===== config.mk =====
export PLATFORM = sky130hd
export DESIGN_NAME = mem_access_stage
export DESIGN_NICKNAME = d
export VERILOG_FILES = /design/src/rtl/mem_access_stage.sv
export SDC_FILE = /design/constraint.sdc
export NUM_CORES = 1
export LEC_CHECK = 0
export CAP_MARGIN = 20
export CORE_MARGIN = 2
export CORE_UTILIZATION = 40
export CTS_CLUSTER_DIAMETER = 80
export CTS_CLUSTER_SIZE = 40
export DETAILED_ROUTE_END_ITERATION = 8
export PLACE_DENSITY = 0.79
export SYNTH_ARGS = -nofsm -noshare
export SYNTH_HDL_FRONTEND = slang
export SYNTH_SLANG_ARGS = --single-unit

===== constraint.sdc =====
create_clock -name clock -period 4.13 [get_ports clock]
set_clock_uncertainty 0.2 [all_clocks]
set_input_delay 0.6195 -clock clock [delete_from_list [all_inputs] [get_ports clock]]
set_output_delay 0.6195 -clock clock [all_outputs]
set_load 0.01 [all_outputs]

===== src/rtl/mem_access_stage.sv =====
// MEM pipeline stage: issues loads/stores to a 16-bit word memory, hands loads and
// ALU results to write-back through a registered valid/ready slot, counts retirements.
module mem_access_stage #(
  parameter int ADDR_W = 8,
  parameter int DATA_W = 16,
  parameter int REG_W  = 3,
  parameter int CNT_W  = 16
) (
  input  logic              clock,
  input  logic              reset_n,
  input  logic              ex_valid,
  output logic              ex_ready,
  input  logic [1:0]        ex_op,
  input  logic [ADDR_W-1:0] ex_addr,
  input  logic [DATA_W-1:0] ex_data,
  input  logic [REG_W-1:0]  ex_rd,
  output logic              mem_signal_write,
  output logic [ADDR_W-1:0] mem_addr_write,
  output logic [DATA_W-1:0] mem_data_write,
  output logic [ADDR_W-1:0] mem_addr_read,
  input  logic [DATA_W-1:0] mem_data_read,
  output logic              wb_valid,
  input  logic              wb_ready,
  output logic [REG_W-1:0]  wb_rd,
  output logic [DATA_W-1:0] wb_data,
  output logic              wb_reg_write,
  output logic [CNT_W-1:0]  load_count,
  output logic [CNT_W-1:0]  store_count
);
  localparam logic [1:0] OP_PASS  = 2'b00;
  localparam logic [1:0] OP_LOAD  = 2'b01;
  localparam logic [1:0] OP_STORE = 2'b10;

  typedef struct packed {
    logic              valid;
    logic [1:0]        op;
    logic [ADDR_W-1:0] addr;
    logic [DATA_W-1:0] data;
    logic [REG_W-1:0]  rd;
  } s_t;

  typedef struct packed {
    logic              valid;
    logic [REG_W-1:0]  rd;
    logic [DATA_W-1:0] data;
    logic              reg_write;
  } w_t;

  s_t s_q, s_d;
  w_t w_q, w_d;
  logic [ADDR_W-1:0] rd_addr_q, rd_addr_d;
  logic [CNT_W-1:0]  load_cnt_q, load_cnt_d, store_cnt_q, store_cnt_d;
  logic s_is_store, s_is_load, s_retire, w_fill, accept;

  always_comb begin
    s_is_store = s_q.valid && (s_q.op == OP_STORE);
    s_is_load  = s_q.valid && (s_q.op == OP_LOAD);
    // op[1] set means store or bubble: these never wait on the write-back slot
    s_retire   = s_q.valid && (s_q.op[1] || !w_q.valid || wb_ready);
    w_fill     = s_retire && !s_q.op[1];
    accept     = ex_valid && (!s_q.valid || s_retire);

    s_d = s_q;
    if (accept) begin
      s_d.valid = 1'b1;
      s_d.op    = ex_op;
      s_d.addr  = ex_addr;
      s_d.data  = ex_data;
      s_d.rd    = ex_rd;
    end else if (s_retire) begin
      s_d.valid = 1'b0;
    end

    // Load data is captured at the edge the entry moves into W
    w_d = w_q;
    if (w_fill) begin
      w_d.valid     = 1'b1;
      w_d.rd        = s_q.rd;
      w_d.data      = (s_q.op == OP_LOAD) ? mem_data_read : s_q.data;
      w_d.reg_write = 1'b1;
    end else if (w_q.valid && wb_ready) begin
      w_d.valid     = 1'b0;
      w_d.reg_write = 1'b0;
    end

    rd_addr_d   = s_is_load ? s_q.addr : rd_addr_q;
    load_cnt_d  = load_cnt_q + ((w_fill && s_q.op == OP_LOAD) ? CNT_W'(1) : CNT_W'(0));
    store_cnt_d = store_cnt_q + (s_is_store ? CNT_W'(1) : CNT_W'(0));
  end

  always_ff @(posedge clock or negedge reset_n) begin
    if (!reset_n) begin
      s_q         <= '0;
      w_q         <= '0;
      rd_addr_q   <= '0;
      load_cnt_q  <= '0;
      store_cnt_q <= '0;
    end else begin
      s_q         <= s_d;
      w_q         <= w_d;
      rd_addr_q   <= rd_addr_d;
      load_cnt_q  <= load_cnt_d;
      store_cnt_q <= store_cnt_d;
    end
  end

  assign ex_ready         = !s_q.valid || s_retire;
  assign mem_signal_write = s_is_store;
  assign mem_addr_write   = s_q.addr;
  assign mem_data_write   = s_q.data;
  assign mem_addr_read    = rd_addr_d;
  assign wb_valid         = w_q.valid;
  assign wb_rd            = w_q.rd;
  assign wb_data          = w_q.data;
  assign wb_reg_write     = w_q.reg_write;
  assign load_count       = load_cnt_q;
  assign store_count      = store_cnt_q;

  logic unused_pass;
  assign unused_pass = (OP_PASS == 2'b00);
endmodule


==> results of run 1 <==
[flip-flops by register name, summed over array words and instances, names as in the netlist]
| register | count |
|---|---|
| wb_reg_write | 1 |
| wb_rd | 3 |
| store_count | 16 |
| s_q | 6 |
| rd_addr_q | 8 |
| mem_addr_write | 8 |
| load_count | 16 |
| mem_data_write | 16 |
| wb_data | 16 |
[power by group through the flow]
stage | Combinational, mW | Sequential, mW | Clock (mW)
after CTS | 0.748 | 1.18 | 0.695
after global placement | 0.733 | 1.18 | 0
final | 0.742 | 1.17 | 0.673
after detailed placement | 0.745 | 1.19 | 0
after floorplan | 0.289 | 1.22 | 0
after global routing | 0.803 | 1.20 | 0.729
[critical path, stage by stage, from the launching register on]
cell,delay [ns]
dfrtp_1,0.40
nor2b_2,0.17
nand2_2,0.21
mux2_2,0.38
clkdlybuf4s50_1,0.48
[metal layers]
metal | track usage | up-vias
li1 | - | 1225
met1 | 0.2042 | 1233
met2 | 0.2690 | 84
met3 | 0.04407 | 10
met4 | 0.05538 | 0
met5 | 0 | -
[cells by family after synthesis]
family,after synthesis
buffers and inverters,35
AO/OA/AOI/OAI,16
multiplexers,56
AND/OR/NAND/NOR,70
XOR/XNOR,28
flip-flops,90
adder cells (fa/ha/maj),5
[layout make-up]
cell class,instances,area (um^2),area share
well taps,129,161.4,0.02978
repair buffers,138,1391,0.2567
inverters,2,7.507,0.001385
clock inverters,7,100.1,0.01847
clock buffers,9,123.9,0.02285
flip-flops and latches,90,2252,0.4155
multi-input cells,175,1384,0.2553
[metrics by stage]
step	instances	setup slack (ns)	hold WS, ns
5_1_grt	550	1.218	0.1663
3_5_place_dp	533	1.405	0.2569
6_report	550	1.314	0.1119
4_1_cts	549	1.285	0.1322
3_3_place_gp	533	1.429	0.2576
2_1_floorplan	300	1.924	0.1239
[path summary, 6_finish.rpt]
kind                                      end  cells past startpoint           start  slack, ns
max in group asynchronous  mem_data_write[13]                      2         reset_n       2.72
max                          mem_addr_read[7]                      4         s_q[27]       1.31
min                            load_count[14]                      1         reset_n       0.11
max reg2reg                    load_count[10]                      9         s_q[28]       1.80
min reg2reg                    load_count[15]                      1  load_count[15]       0.27
min in group clock             load_count[15]                      1  load_count[15]       0.27
[cells in the final DEF, fill, tap and decap left out, types with 5 or more instances in the layout]
master | Yosys | routed
clkbuf_8 | 0 | 9
clkdlybuf4s50_1 | 0 | 134
dfrtp_1 | 90 | 90
ha_1 | 5 | 5
mux2_2 | 40 | 40
mux2i_1 | 16 | 16
nand2_1 | 26 | 26
nand3_1 | 13 | 13
nor2_1 | 8 | 8
o21ai_0 | 16 | 16
xnor2_1 | 18 | 18
xor2_1 | 10 | 10
==> flow_summary.yaml, run 1 <==
grt:
  first_pass_grt_wire_length_um: 13080
  globalRoute.totalOverflow: 0
  grt_start_max_net_pins: 59
  number_of_antenna_violations_at_the_first_check_in_global_routing: 0
  via_count_of_the_first_global_routing_pass: 2577
  gr-usage-all-layers: 0.1617
worst_hold_path:
  timing.hold.worst.class: "in2async"
sta:
  setup_tns_ns: 0
  slew-limit-headroom: 0.4964
  grt_setup_unrepaired: "false"
  final_count_of_hold_timing_violations: 0
  fin_crit_ns: 2.816
  timing.final.setup_violations: 0
  finalCritPeriodShare: 0.6818
  number_of_max_slew_violations_in_the_final_report: 0
  fmax_ghz: 0.3551
  timing_worst_slew_pin_value_ns: 0.7527
die:
  std_cell_rows: 35
  floorplan.die_area_um2: 10530
  io-pin-count: 136
  dieHeight_um: 102.6
  initial_core_utilization: 0.4169
  core_area_um2: 9328
  die_w_um: 102.6
clock_network:
  clk_latency_ns: 0.35
  cts-resized-gates: 0
  cts_buffers: 9
  cts.reportedPaths.clkPinSlew_ns: 0.10
  clock-sinks: 90
  cts_root_buffer: "clkbuf_8"
  total_of_hold_buffers_inserted_after_clock_tree_synthesis: 0
  max-clock-path-buffers: 2
  cts_post_setup_buffers_inserted: 0
  clock_tree_from_tritoncts: "built"
  cts_max_level: 3
route:
  dr.max_layer_used: "met4"
  route.met3.wl_um: 535
  totalWireLength_um: 8170
  detail_route.first_pass.iterations: 4
  number_of_vias_after_detailed_routing: 2552
  post_drt_wl_per_cell_um: 14.85
  drt-vias-per-instance: 4.640
  met1Wirelength_um: 3480
  drc: 0
  initial_drt_markers: 36
  routed-wl-met2_um: 4039
  final_antenna_net_count: 0
pwr:
  leakage_nw: 2.361
  totalPowerFinal_mw: 2.588
  sequentialPowerShare: 0.453
  max-vdd-ir-drop_mv: 0.2441
  total_switching_power_uw: 733.5
  comb_power_share: 0.287
  power_density_nw_per_um2: 477.5
  cell_internal_pwr_mw: 1.855
  power.switching_fraction: 0.2834
  pwr-share-clk: 0.260
cells_and_area:
  nFillCells: 797
  post-route-util: 0.5811
  syn2layout_area_growth_pct: 39.38
  post_route_cells_drive_above_1_share: 0.1663
  final_design_area_no_fill_um2: 5420
  nNetsFinal: 470
  antenna_cells_inserted: 0
synthesis:
  yosys.area_share.simple: 0.09846
  share_of_synthesized_registers_carrying_an_async_set_or_reset: 1.000
  synth_cell_types: 29
  yosys-mux-area-fraction: 0.1570
  synth.avg_cell_area_um2: 12.96
  synth-seq-cells: 90
  synth-warning-count: 0
  post_synth_instance_area_um2: 3889
  synthMostInstantiatedCell: "dfrtp_1"
  ys_dominant_reg_cell: "dfrtp_1"
  largest_family_of_logic_cells_by_synthesized_area: "multiplexers"
  syn_nets: 354
  synth_enable_flop_cells: 0
  seq_area_frac_synth: 0.5792
  synth_compound_area_frac: 0.02059
  synth_largest_area_cell: "dfrtp_1"
  synth_common_cells: "dfrtp_1, mux2_2, buf_4, nand2_1, xnor2_1"
  synthTopCellsByArea: "dfrtp_1, mux2_2, buf_4"
  yosys.area_share.adder: 0.01609
  syn_inst: 300
  yosys_top_cell_area_share: 0.5792
  post_synth_xor_area_fraction: 0.06306
critical_path:
  critical_path_required_time_ns: 3.31
  timing.critical_path.fanout_max: 9
  worst_setup_path_end_kind: "primary output"
  timing.critical_path.arrival_ns: 2.00
  crit_path_start_kind: "flop"
  criticalPathCategory: "reg2out"
placed_design:
  place_area_um2: 5169
  place.port_buffers: 135
  gp_congestion: 0.7818
  detailedPlacementHpwl_um: 5977
status:
  status: "complete, no violations"
run:
  max_cap_viol_count: 0
No activity file was read; power rests on OpenSTA's default activity.
==> run 2, diff against run 1 <==
--- a/config.mk
+++ b/config.mk
@@ -11,7 +11,7 @@
 export CTS_CLUSTER_DIAMETER = 80
 export CTS_CLUSTER_SIZE = 40
 export DETAILED_ROUTE_END_ITERATION = 8
-export PLACE_DENSITY = 0.79
+export PLACE_DENSITY = 0.82
 export SYNTH_ARGS = -nofsm -noshare
 export SYNTH_HDL_FRONTEND = slang
 export SYNTH_SLANG_ARGS = --single-unit
==> constraint.sdc (replaced) <==
create_clock -name clock -period 2.5 [get_ports clock]
set_clock_uncertainty 0.2 [all_clocks]
set_input_delay 0.375 -clock clock [delete_from_list [all_inputs] [get_ports clock]]
set_output_delay 0.375 -clock clock [all_outputs]
set_load 0.01 [all_outputs]
==> flow_summary.yaml, run 2 (synthesis results as in run 1) <==
grt:
  globalRouteMet2Util: 0.2826
  first_pass_grt_wire_length_um: 13190
  gr-usage-all-layers: 0.1633
  via_count_of_the_first_global_routing_pass: 2690
  globalRoute.totalOverflow: 0
  number_of_antenna_violations_at_the_first_check_in_global_routing: 0
  grt_most_used_layer: "met2"
  grt_util_met1: 0.1945
  grt_start_max_net_pins: 50
  met3_usage: 0.05085
pwr:
  power_density_nw_per_um2: 766.3
  comb_power_share: 0.298
  total_switching_power_mw: 1.184
  sequentialPowerShare: 0.462
  pwr-share-clk: 0.239
  cell_internal_pwr_mw: 3.020
  power.switching_fraction: 0.2816
  leakage_nw: 2.395
  totalPowerFinal_mw: 4.204
  max-vdd-ir-drop_mv: 0.3967
route:
  drc: 0
  drt-vias-per-instance: 4.726
  number_of_vias_after_detailed_routing: 2637
  post_drt_wl_per_cell_um: 15.13
  totalWireLength_um: 8441
  final_antenna_net_count: 0
  detail_route.first_pass.iterations: 4
  initial_drt_markers: 28
sta:
  fin_crit_ns: 2.406
  slew-limit-headroom: 0.5748
  timing_worst_slew_pin_value_ns: 0.6379
  number_of_max_slew_violations_in_the_final_report: 0
  timing.final.setup_violations: 0
  final_count_of_hold_timing_violations: 0
  grt_setup_unrepaired: "false"
  fmax_ghz: 0.4155
  setup_tns_ns: 0
  finalCritPeriodShare: 0.9626
clock_network:
  cts_max_level: 3
  cts_buffers: 9
  max-clock-path-buffers: 2
  clock_tree_from_tritoncts: "built"
  clk_latency_ns: 0.34
  clock-sinks: 90
  cts.reportedPaths.clkPinSlew_ns: 0.08
  cts_root_buffer: "clkbuf_8"
placed_design:
  place.port_buffers: 135
  detailedPlacementHpwl_um: 6281
  gp_congestion: 0.7824
die:
  io-pin-count: 136
  floorplan.die_area_um2: 10530
  die_w_um: 102.6
  std_cell_rows: 35
  initial_core_utilization: 0.4169
  dieHeight_um: 102.6
  core_area_um2: 9328
cells_and_area:
  nFillCells: 777
  layout_common_cells: "clkdlybuf4s50_1, dfrtp_1, mux2_2"
  syn2layout_area_growth_pct: 41.09
  antenna_cells_inserted: 0
  layout.cells.most_common: "clkdlybuf4s50_1"
  nNetsFinal: 478
  post_route_cells_drive_above_1_share: 0.1818
status:
  status: "complete, no violations"
worst_hold_path:
  timing.hold.worst.class: "reg2reg"
critical_path:
  critical_path_required_time_ns: 1.92
  criticalPathCategory: "reg2out"
  worst_setup_path_end_kind: "primary output"
  crit_path_start_kind: "flop"
  timing.critical_path.arrival_ns: 1.83
  timing.critical_path.fanout_max: 5
run:
  max_cap_viol_count: 0
==> run 2: final cells by class <==
cell class	count	area [um^2]	share of cell area
tap	129	161.4	0.02942
clock buffer	12	155.1	0.02828
clock inverter	4	50.05	0.009122
sequential	90	2253	0.4107
inverter	2	7.507	0.001368
timing repair buffer	145	1451	0.2645
multi-input combinational	176	1408	0.2566
==> run 2: final timing paths <==
kind / start / endpoint / slack (ns) / cells after the start
max: s_q[28] / mem_addr_read[2] / 0.09 / 4
min: store_count[15] / store_count[15] / 0.27 / 1
max reg2reg: s_q[28] / load_count[10] / 0.23 / 10
min reg2reg: store_count[15] / store_count[15] / 0.27 / 1
max in group asynchronous: reset_n / mem_data_write[11] / 1.06 / 3
min in group asynchronous: reset_n / load_count[9] / 0.39 / 2
==> run 2: power by group through the flow <==
stage / logic [mW] / clock network [mW] / registers, mW
detailed placement: 1.25 / 0 / 1.98
finish: 1.25 / 1.01 / 1.94
CTS: 1.27 / 1.03 / 1.95
global route: 1.35 / 1.10 / 1.99
floorplan: 0.477 / 0 / 2.01
global placement: 1.22 / 0 / 1.95
==> run 2: per-stage QoR <==
stage	cells	hold slack, ns	instance area [um^2]	util	setup slack [ns]
6_report	558	0.2723	5487	0.5882	0.09351
5_1_grt	558	0.2934	5487	0.5882	0.006743
4_1_cts	556	0.2773	5463	0.5856	0.005211
3_5_place_dp	537	0.2400	5224	0.5600	0.06419
3_3_place_gp	537	0.2276	5224	0.5600	0.1236
2_1_floorplan	300	-0.1206	3889	-	0.2936
==> run 2: what timing repair did <==
item,4_1_cts,5_1_grt
hold buffers,1,0
endpoints found under the hold margin,48,0
buffers inserted,1,2
pin swaps,1,0
endpoints found under the setup margin,8,11
gates resized for setup,2,3
cloned,1,0
==> run 2: routing by layer <==
| metal | part of all wire | up-vias | routed length [um] |
|---|---|---|---|
| met5 | 0 | - | 0 |
| met4 | 0.011 | 0 | 96 |
| met3 | 0.068 | 10 | 575 |
| met2 | 0.51 | 80 | 4302 |
| met1 | 0.41 | 1307 | 3466 |
| li1 | - | 1240 | - |
==> run 2: worst max-delay path, stage by stage, from the launching register on <==
cell	delay [ns]
dfrtp_2	0.43
nor2b_4	0.18
nand2_4	0.10
mux2_2	0.25
clkdlybuf4s50_1	0.53
==> run 3, diff against run 2 <==
--- a/config.mk
+++ b/config.mk
@@ -5,13 +5,16 @@
 export SDC_FILE = /design/constraint.sdc
 export NUM_CORES = 1
 export LEC_CHECK = 0
+export ABC_CLOCK_PERIOD_IN_PS = 2500
 export CAP_MARGIN = 20
+export CORE_ASPECT_RATIO = 0.6
 export CORE_MARGIN = 2
 export CORE_UTILIZATION = 40
 export CTS_CLUSTER_DIAMETER = 80
 export CTS_CLUSTER_SIZE = 40
 export DETAILED_ROUTE_END_ITERATION = 8
 export PLACE_DENSITY = 0.82
+export SLEW_MARGIN = 20
 export SYNTH_ARGS = -nofsm -noshare
 export SYNTH_HDL_FRONTEND = slang
 export SYNTH_SLANG_ARGS = --single-unit
==> flow_summary.yaml, run 3 (synthesis results as in run 1) <==
clock_network:
  clock-sinks: 90
  cts_max_level: 3
  cts.reportedPaths.clkPinSlew_ns: 0.06
  cts_root_buffer: "clkbuf_16"
  clk_latency_ns: 0.33
  clock_tree_from_tritoncts: "built"
  cts_buffers: 9
  max-clock-path-buffers: 2
sta:
  fin_crit_ns: 2.447
  finalCritPeriodShare: 0.9788
  number_of_max_slew_violations_in_the_final_report: 0
  fmax_ghz: 0.4087
  finalHoldWorstSlack_ns: 0.2758
  final_count_of_hold_timing_violations: 0
  slew-limit-headroom: 0.7137
  timing.final.setup_violations: 0
  timing_worst_slew_pin_value_ns: 0.4294
  setup_tns_ns: 0
  post_route_worst_setup_slack_ns: 0.05306
worst_hold_path:
  timing.hold.worst.class: "reg2reg"
  hold_path_startpoint: "store_count[15]"
  whs_path_cells: 1
grt:
  grt_start_max_net_pins: 41
  number_of_antenna_violations_at_the_first_check_in_global_routing: 0
  first_pass_grt_wire_length_um: 13990
  globalRoute.totalOverflow: 0
  gr-usage-all-layers: 0.1706
  via_count_of_the_first_global_routing_pass: 2806
die:
  io-pin-count: 136
  std_cell_rows: 27
  initial_core_utilization: 0.4171
  floorplan.die_area_um2: 10550
  die_w_um: 131.3
  core_area_um2: 9324
  dieHeight_um: 80.38
cells_and_area:
  post-route-util: 0.5969
  post_route_cells_drive_above_1_share: 0.1710
  regArea_um2: 2252
  syn2layout_area_growth_pct: 43.11
  nFillCells: 776
  layout_common_cells: "clkdlybuf4s50_1, dfrtp_1, mux2_2"
  nNetsFinal: 476
  antenna_cells_inserted: 0
  multi_input_area_um2: 1403
  layout.cells.most_common: "clkdlybuf4s50_1"
placed_design:
  detailedPlacementHpwl_um: 6356
  pre_cts_slack_ns: -0.03021
  place.port_buffers: 135
  gp_congestion: 0.7218
critical_path:
  critical_path.startpoint: "s_q[28]"
  criticalPathCategory: "reg2out"
  critical_path_required_time_ns: 1.92
  setup.reg_to_reg.worst_slack_ns: 0.19
  cp_slowest_stage_delay_ns: 0.53
  worst_setup_path_end_kind: "primary output"
  timing.critical_path.arrival_ns: 1.87
  timing.critical_path.fanout_max: 4
  crit_path_start_kind: "flop"
  worst_reg2reg_path_startpoint: "s_q[28]"
  reg2regPathDepth: 9
  cp_cell_sequence: "nor2b_4 > nand2_2 > mux2_2 > clkdlybuf4s50_1"
  critical-path-slowest-cell: "clkdlybuf4s50_1"
route:
  drc: 0
  detail_route.first_pass.iterations: 4
  final_antenna_net_count: 0
  drt-vias-per-instance: 4.702
  post_drt_wl_per_cell_um: 15.59
  totalWireLength_um: 8686
  number_of_vias_after_detailed_routing: 2619
  initial_drt_markers: 64
pwr:
  leakage_nw: 2.447
  max-vdd-ir-drop_mv: 0.5577
  power_density_nw_per_um2: 815.2
status:
  status: "complete, no violations"
run:
  max_cap_viol_count: 0
==> run 3: per-layer routing <==
metal	part of all wire	vias up	track usage
met5	0	-	0
met4	0.0092	0	0.04457
met3	0.090	9	0.08081
met2	0.46	88	0.2732
met1	0.45	1285	0.2100
li1	-	1237	-
==> run 3: path summary, 6_finish.rpt <==
check | to
worst min register to register | store_count[15]
worst min-delay path | store_count[15]
max in group asynchronous | wb_data[7]
worst max-delay path | mem_addr_read[5]
min in group asynchronous | load_count[12]
worst max register to register | load_count[10]
==> run 3: final cells by class <==
type,count,share of cell area
clock buffer,14,0.04744
clock inverter,2,0.006295
inverter,2,0.001349
multi-input combinational,176,0.2520
sequential,90,0.4047
tap,130,0.02923
timing repair buffer,143,0.2590
==> run 3: repair_timing <==
item | 4_1_cts | 5_1_grt
gates cloned | 0 | 1
buffers inserted | 0 | 2
gates resized for setup | 1 | 4
setup endpoints to repair | 8 | 10
hold endpoints to repair | 31 | 0
hold buffers | 1 | 0
pin swaps | 0 | 1
==> run 3: metrics by stage <==
stage                     instances  cell area, um^2  power (mW)
after global routing            557             5565       4.779
after global placement          537             5218       3.184
final                           557             5565       4.537
after floorplan                 300             3889       2.492
after CTS                       554             5532       4.605
after detailed placement        537             5218       3.227
==> run 3: worst max-delay path: cells and delay by family, from the launching register on <==
kind | cells | cell delay (ns)
simple gates | 2 | 0.30
flops | 1 | 0.45
buf+inv | 1 | 0.53
mux | 1 | 0.26
==> run 3: where the power goes <==
group / switching [mW] / total, mW / internal, mW
clock network: 0.513 / 1.34 / 0.829
registers: 0.215 / 1.96 / 1.75
logic: 0.484 / 1.24 / 0.752
